<file path="src/rtl/mips_pkg.sv">
// mips_pkg: shared widths and read-owner encoding for the mips32 memory path.
package mips_pkg;
   localparam int ADDR_W = 10;
   localparam int DATA_W = 32;
   typedef enum logic [1:0] {
      OWN_NONE = 2'b00,
      OWN_IF   = 2'b01,
      OWN_DM   = 2'b10
   } owner_t;
endpackage

</file>
<file path="src/rtl/arb_starve_ctr.sv">
// arb_starve_ctr: 4-bit saturating count of consecutive denied fetch cycles.
module arb_starve_ctr #(
   parameter int MAX = 4
) (
   input  logic clk,
   input  logic rst_n,
   input  logic i_inc,
   input  logic i_clr,
   output logic o_at_max
);
   logic [3:0] r_cnt;
   always_ff @(posedge clk or negedge rst_n)
      if (!rst_n) r_cnt <= '0;
      else if (i_clr) r_cnt <= '0;
      else if (i_inc && r_cnt != 4'(MAX)) r_cnt <= r_cnt + 4'd1;
   assign o_at_max = r_cnt == 4'(MAX);
endmodule

</file>
<file path="src/rtl/mem_port_arbiter.sv">
// mem_port_arbiter: shares one single-port sync RAM between fetch and data ports,
// data first, with a starvation override that forces a fetch grant.
module mem_port_arbiter import mips_pkg::*; #(
   parameter int ADDR_W   = mips_pkg::ADDR_W,
   parameter int DATA_W   = mips_pkg::DATA_W,
   parameter int MAX_WAIT = 4
) (
   input  logic              clk,
   input  logic              rst_n,
   input  logic              if_req,
   input  logic [ADDR_W-1:0] if_addr,
   output logic              if_gnt,
   output logic              if_rvalid,
   output logic [DATA_W-1:0] if_rdata,
   output logic              if_stall,
   input  logic              dm_req,
   input  logic              dm_we,
   input  logic [ADDR_W-1:0] dm_addr,
   input  logic [DATA_W-1:0] dm_wdata,
   output logic              dm_gnt,
   output logic              dm_rvalid,
   output logic [DATA_W-1:0] dm_rdata,
   output logic [ADDR_W-1:0] ram_addr,
   output logic [DATA_W-1:0] ram_wdata,
   output logic              ram_we,
   input  logic [DATA_W-1:0] ram_q
);
   logic              w_at_max;
   owner_t            r_owner;
   logic [DATA_W-1:0] r_if_data;
   logic [DATA_W-1:0] r_dm_data;

   arb_starve_ctr #(.MAX(MAX_WAIT)) u_ctr (
      .clk      (clk),
      .rst_n    (rst_n),
      .i_inc    (if_stall),
      .i_clr    (if_gnt | ~if_req),
      .o_at_max (w_at_max)
   );

   assign if_gnt    = if_req & (w_at_max | ~dm_req);
   assign dm_gnt    = dm_req & ~if_gnt;
   assign if_stall  = if_req & ~if_gnt;
   assign ram_addr  = dm_gnt ? dm_addr : if_addr;
   assign ram_we    = dm_gnt & dm_we;
   assign ram_wdata = dm_wdata;

   always_ff @(posedge clk or negedge rst_n)
      if (!rst_n) begin
         r_owner   <= OWN_NONE;
         r_if_data <= '0;
         r_dm_data <= '0;
      end else begin
         r_owner <= if_gnt ? OWN_IF : (dm_gnt & ~dm_we) ? OWN_DM : OWN_NONE;
         if (r_owner == OWN_IF) r_if_data <= ram_q;
         if (r_owner == OWN_DM) r_dm_data <= ram_q;
      end

   // the owner sees ram_q live in its response cycle; the other port keeps its last word
   assign if_rvalid = r_owner == OWN_IF;
   assign dm_rvalid = r_owner == OWN_DM;
   assign if_rdata  = if_rvalid ? ram_q : r_if_data;
   assign dm_rdata  = dm_rvalid ? ram_q : r_dm_data;
endmodule
</file>
<file path="config.mk">
export PLATFORM = sky130hd
export DESIGN_NAME = mem_port_arbiter
export DESIGN_NICKNAME = d
export VERILOG_FILES = /design/src/rtl/mips_pkg.sv /design/src/rtl/arb_starve_ctr.sv /design/src/rtl/mem_port_arbiter.sv
export SDC_FILE = /design/constraint.sdc
export NUM_CORES = 1
export LEC_CHECK = 0
export CORE_UTILIZATION = 36
export DETAILED_ROUTE_END_ITERATION = 8
export PLACE_DENSITY = 0.88
export RECOVER_POWER = 50
export SYNTH_ARGS = -nofsm -noshare
export SYNTH_HDL_FRONTEND = slang
export SYNTH_SLANG_ARGS = --single-unit
</file>
<file path="constraint.sdc">
create_clock -name clk -period 1.92 [get_ports clk]
set_input_delay 0.384 -clock clk [delete_from_list [all_inputs] [get_ports clk]]
set_output_delay 0.384 -clock clk [all_outputs]
set_load 0.05 [all_outputs]
</file>
# Word-level counts from Yosys, hierarchy flattened

Cells that the tools add are included.
W data, S select, Z words.

Register bits: 70
Latch bits: 0
RAM bits: 0
Memory bits (read-only): 0
Input port bits: 89
Output and inout bits: 112
Memories: 0

Add/subtract/negate cells: 1
$mul: 0
Divide/modulo/power cells: 0
$lt $le $gt $ge: 0
Equal/unequal tests: 4
Shifts and indexed selects: 0
Multiplexer cells: 7
Bitwise logic cells: 11
Reduce and logical (&&, ||, !) cells: 2

Operators with widths:

| cell                  | count |
|---|---|
| $mux W32              | 2 |
| $mux W10              | 1 |
| $mux W4               | 2 |
| $and A1 B1 Y1         | 5 |
| $add A4 B1 Y4 const B | 1 |
| $eq A4 B3 Y1 const B  | 1 |
| $mux W2               | 2 |
| $ne A4 B3 Y1 const B  | 1 |
| $not A1 Y1            | 4 |
| $eq A2 B1 Y1 const B  | 1 |
| $eq A2 B2 Y1 const B  | 1 |
| $or A1 B1 Y1          | 2 |
| $reduce_bool A2 Y1    | 1 |
| $logic_and A1 B1 Y1   | 1 |

# Logic depth before layout (Yosys ltp)

Word-level depth: 8
Gate-level depth with buffers: 6

# Cells and area by module

From an unflattened synthesis, not the netlist that was laid out.

Cells, all modules: 215
Area, all modules: 3344.5 um^2

Modules (own cells, without submodules):

| module           | instances | cells an instance | area an instance (um^2) | sequential area each (um^2) |
|---|---|---|---|---|
| mem_port_arbiter | 1         | 191               | 3110.5                  | 1651.6 |
| arb_starve_ctr   | 1         | 24                | 234.0                   | 100.1 |

# Worst setup path after synthesis

OpenSTA, ideal clock, no wires.

Path type: reg-to-output
Start: reg u_ctr.r_cnt[0]
End: out ram_we
Arrival time: 1.587 ns
Required time: 1.536 ns
Slack: -0.051 ns
Cell stages (with the launch flop): 7
Path buffers: 1
Cell sequence: dfrtp_1 > inv_1 > ha_1 > nand3b_4 > o21ai_4 > buf_12 > nor2_1

Cells in the longest elaborated chain, start to end: 6

RTL lines:

| item                   | line                   | RTL |
|---|---|---|
| start, declared        | arb_starve_ctr.sv:11   | `logic [3:0] r_cnt;` |
| start signal, assigned | arb_starve_ctr.sv:15   | `else if (i_inc && r_cnt != 4'(MAX)) r_cnt <= r_cnt + 4'd1;` |
| $eq A4 B3 Y1           | arb_starve_ctr.sv:16   | `assign o_at_max = r_cnt == 4'(MAX);` |
| $or A1 B1 Y1           | mem_port_arbiter.sv:41 | `assign if_gnt = if_req & (w_at_max \| ~dm_req);` |
| $and A1 B1 Y1          | mem_port_arbiter.sv:41 |  |
| $not A1 Y1             | mem_port_arbiter.sv:42 | `assign dm_gnt = dm_req & ~if_gnt;` |
| $and A1 B1 Y1          | mem_port_arbiter.sv:42 |  |
| $and A1 B1 Y1          | mem_port_arbiter.sv:45 | `assign ram_we = dm_gnt & dm_we;` |
| end, declared          | mem_port_arbiter.sv:25 | `output logic ram_we,` |

Every way passes these cells.

# Worst setup path in the final report

Start: reg u_ctr.r_cnt[0]
End: out ram_addr[9]

Cells in the longest elaborated chain, start to end: 6

RTL lines:

| item          | line                   | RTL |
|---|---|---|
| $eq A4 B3 Y1  | arb_starve_ctr.sv:16   |  |
| $or A1 B1 Y1  | mem_port_arbiter.sv:41 |  |
| $and A1 B1 Y1 | mem_port_arbiter.sv:41 |  |
| $not A1 Y1    | mem_port_arbiter.sv:42 |  |
| $and A1 B1 Y1 | mem_port_arbiter.sv:42 |  |
| $mux W10      | mem_port_arbiter.sv:44 | `assign ram_addr = dm_gnt ? dm_addr : if_addr;` |
| end, declared | mem_port_arbiter.sv:23 | `output logic [ADDR_W-1:0] ram_addr,` |

Every way passes these cells.

==> results.sh <==
export IMPL_grt_ovfl_total=0
export IMPL_avgSynthCellArea_um2=14.8
export IMPL_timing_fmax_mhz=440
export IMPL_crit_path_max_incr_delay_ns=0.38
export IMPL_die_area_um2=9010
export IMPL_violations="capacitance limit, slew limit, setup timing"
export IMPL_gp_congestion=0.688
export IMPL_drive_gt1_frac=0.620
export IMPL_finClkSkew_ns=0.0116
export IMPL_drc=0
export IMPL_antenna_found_initial=0
export IMPL_drtIter0Drc=27
export IMPL_critPathArrivalTime_ns=1.89
export IMPL_total_power_uw=6190
export IMPL_finalCritPeriodShare=1.18
export IMPL_grt_pass1_vias=2610
export IMPL_use_met3=0.0596
export IMPL_yosysWarnings=0
export IMPL_r2r_start="r_owner[0]$_DFF_PN0_"
export IMPL_area_delta_synth_final_pct=90.9
export IMPL_powerDensity_nw_per_um2=1040
export IMPL_rsz0062_at_grt="yes"
export IMPL_max_cap_violations=1
export IMPL_dr_pass1_iters=4
export IMPL_top_usage_layer="met2"
export IMPL_p_leak_uw=0.00284
export IMPL_numCtsBuffers=9
export IMPL_cts_tree="yes"
export IMPL_coreArea_um2=8300
export IMPL_r2r_cells=7
export IMPL_antenna_cells=0
export IMPL_irDropWorstVdd_mv=0.741
export IMPL_synth_fp_nets=301
export IMPL_avgViaCountPerCell=4.70
export IMPL_slowest_stage="dfrtp_1"
export IMPL_crit_path_end_kind="output port"
export IMPL_hold_viol_final=0
export IMPL_crit_fanout=4
export IMPL_ys_async_sr_fraction=1.00
export IMPL_synth_most_common_cell="dfrtp_1"
export IMPL_synth_edff_count=0
export IMPL_setup_violations=78
export IMPL_min_period_ns=2.27
export IMPL_synth_area_leaders="dfrtp_1 56%, mux2_2 24%, buf_4 7.7%, mux2_4 3.4%, buf_6 2.2%"
export IMPL_wire_per_inst_um=20.4
export IMPL_synthTopCellsByCount="70 x dfrtp_1, 67 x mux2_2, 32 x buf_4, 8 x inv_1, 7 x mux2_4"
export IMPL_crit_top_cell="buf_6"
export IMPL_path_cells="inv_1, ha_2, nand3b_4, o21ai_4, buf_6, mux2_2, buf_6"
export IMPL_worstSetupPathType="reg -> out"
export IMPL_grt_total_usage=0.222
export IMPL_clock_path_buffers=2
export IMPL_portBuffers=136
export IMPL_final_nets=460
export IMPL_io_pins=201
export IMPL_die_y_um=94.9
export IMPL_start_util=0.374
export IMPL_die_width_um=94.9
export IMPL_grt_pass1_wl_mm=14.4
export IMPL_dr_total_vias=2253
export IMPL_ant_nets=0
export IMPL_htreeDepth=3
export IMPL_post_place_ws_ns=-0.277
export IMPL_r2r_end="r_dm_data[21]$_DFF_PN0_"
export IMPL_synth_seq_cells=70
export IMPL_clock_latency_ns=0.35
export IMPL_yosysUniqueCellTypes=18
export IMPL_setup_ws_ns=-0.353
export IMPL_outcome="complete, but fails checks"
export IMPL_dp_hpwl_mm=5.42
export IMPL_synthFlopType="dfrtp_1"
export IMPL_hold_class="in -> async"
export IMPL_synth_area_um2=3110
export IMPL_grt_use_met1=0.239
export IMPL_max_slew_margin_rel=-0.0667
export IMPL_clock_root_buffer="clkbuf_8"
export IMPL_rrSetupSlack_ns=0.31
export IMPL_fin_setup_tns_ns=-14.18
export IMPL_drv_slew=31
export IMPL_synth_area_leader_cell="dfrtp_1"
export IMPL_tightest_slew_ns=1.60
export IMPL_required_ns=1.54
export IMPL_yosysSeqAreaShare=0.564
export IMPL_crit_path_start_kind="register"
export IMPL_grt_use_met2=0.400
export IMPL_wl_mm=9.75
export IMPL_clkTransAtPathRegs_ns=0.09
export IMPL_synth_top_cell_area_share=0.564
export IMPL_clock_sinks=70
export IMPL_ctsHoldBuffers=0
export IMPL_synth_cells=210
export IMPL_rows=33
export IMPL_grt_max_degree=41
==> cells in the final DEF, fill, tap and decap left out, types with 2 or more instances in the layout <==
cell,count
inv_1,6
buf_8,36
buf_12,46
clkdlybuf4s50_1,55
dfrtp_1,70
buf_16,2
clkbuf_8,11
clkbuf_1,2
nor2_1,5
buf_6,19
bufinv_16,2
mux2_4,73
buf_4,28
==> cell families (layout without fill, tap and decap cells) <==
group / after synthesis / in the layout / synth area share
xor gates and xnor gates: 2 / 2 / 0.00564
DFF: 70 / 70 / 0.564
adders and majority gates: 2 / 2 / 0.00805
buffers and inverters: 49 / 213 / 0.118
muxes: 74 / 74 / 0.277
AOI/OAI and AO/OA: 2 / 2 / 0.00684
and+or+nand+nor: 11 / 11 / 0.0209
==> worst max-delay path: cells and delay by family (launching register included) <==
| kind | cells | cell delay (ns) |
|---|---|---|
| fa+ha+maj | 1 | 0.19 |
| simple gates | 1 | 0.09 |
| flops | 1 | 0.38 |
| mux | 1 | 0.33 |
| compound gates | 1 | 0.18 |
| buf+inv | 3 | 0.36 |
==> how the worst max path moves through the flow <==
stage                     slack [ns]  cells after the start     endpoint                       start
after global placement         -0.25                      6  ram_addr[9]                      if_req
after CTS                      -0.38                      7  ram_addr[9]  u_ctr.r_cnt[0]$_DFFE_PN0P_
after floorplan                 0.08                      6  ram_addr[2]  u_ctr.r_cnt[0]$_DFFE_PN0P_
final                          -0.35                      7  ram_addr[9]  u_ctr.r_cnt[0]$_DFFE_PN0P_
after detailed placement       -0.28                      6  ram_addr[9]                      if_req
after global routing           -0.43                      7  ram_addr[9]  u_ctr.r_cnt[0]$_DFFE_PN0P_
==> sequential cells by signal, summed over array words and instances (netlist names) <==
register     count
u_ctr.r_cnt      4
r_dm_data       32
r_owner          2
r_if_data       32
==> report_power, final <==
part | leakage [µW] | switching (µW) | total [µW] | internal [µW]
clock | 0.000116 | 569 | 1370 | 803
sequential | 0.000830 | 90.9 | 1810 | 1720
combinational | 0.00189 | 1530 | 3010 | 1480
total | 0.00284 | 2190 | 6190 | 4000
==> cell type report <==
type	count	area [µm²]
clock buffer	11	151
clock inverter	5	81.3
fill	495	2370
inverter	8	32.5
multi-input combinational	91	1280
sequential	70	1750
tap	105	131
timing repair buffer	189	2500
==> through the flow <==
stage / hold slack [ns] / util / instances / cell area (µm²)
finish: 0.358 / 0.715 / 479 / 5930
global route: 0.437 / 0.715 / 479 / 5930
CTS: 0.0578 / 0.723 / 474 / 6000
detailed placement: 0.432 / 0.565 / 424 / 4690
global placement: 0.423 / 0.565 / 424 / 4690
floorplan: 0.0884 / - / 210 / 3110
==> per-layer routing <==
metal / routed length, µm / vias up
met3: 584 / 45
met1: 3480 / 1127
met4: 285 / 0
met5: 0 / -
met2: 5410 / 90
li1: - / 991
==> repair_timing <==
action                                  in CTS  in global routing
endpoints found under the setup margin      78                 80
gates cloned                                 8                  0
pin swaps                                    1                  0
buffers inserted                            26                 14
gates resized for setup                    166                 10
No activity file was read; power rests on OpenSTA's default activity.
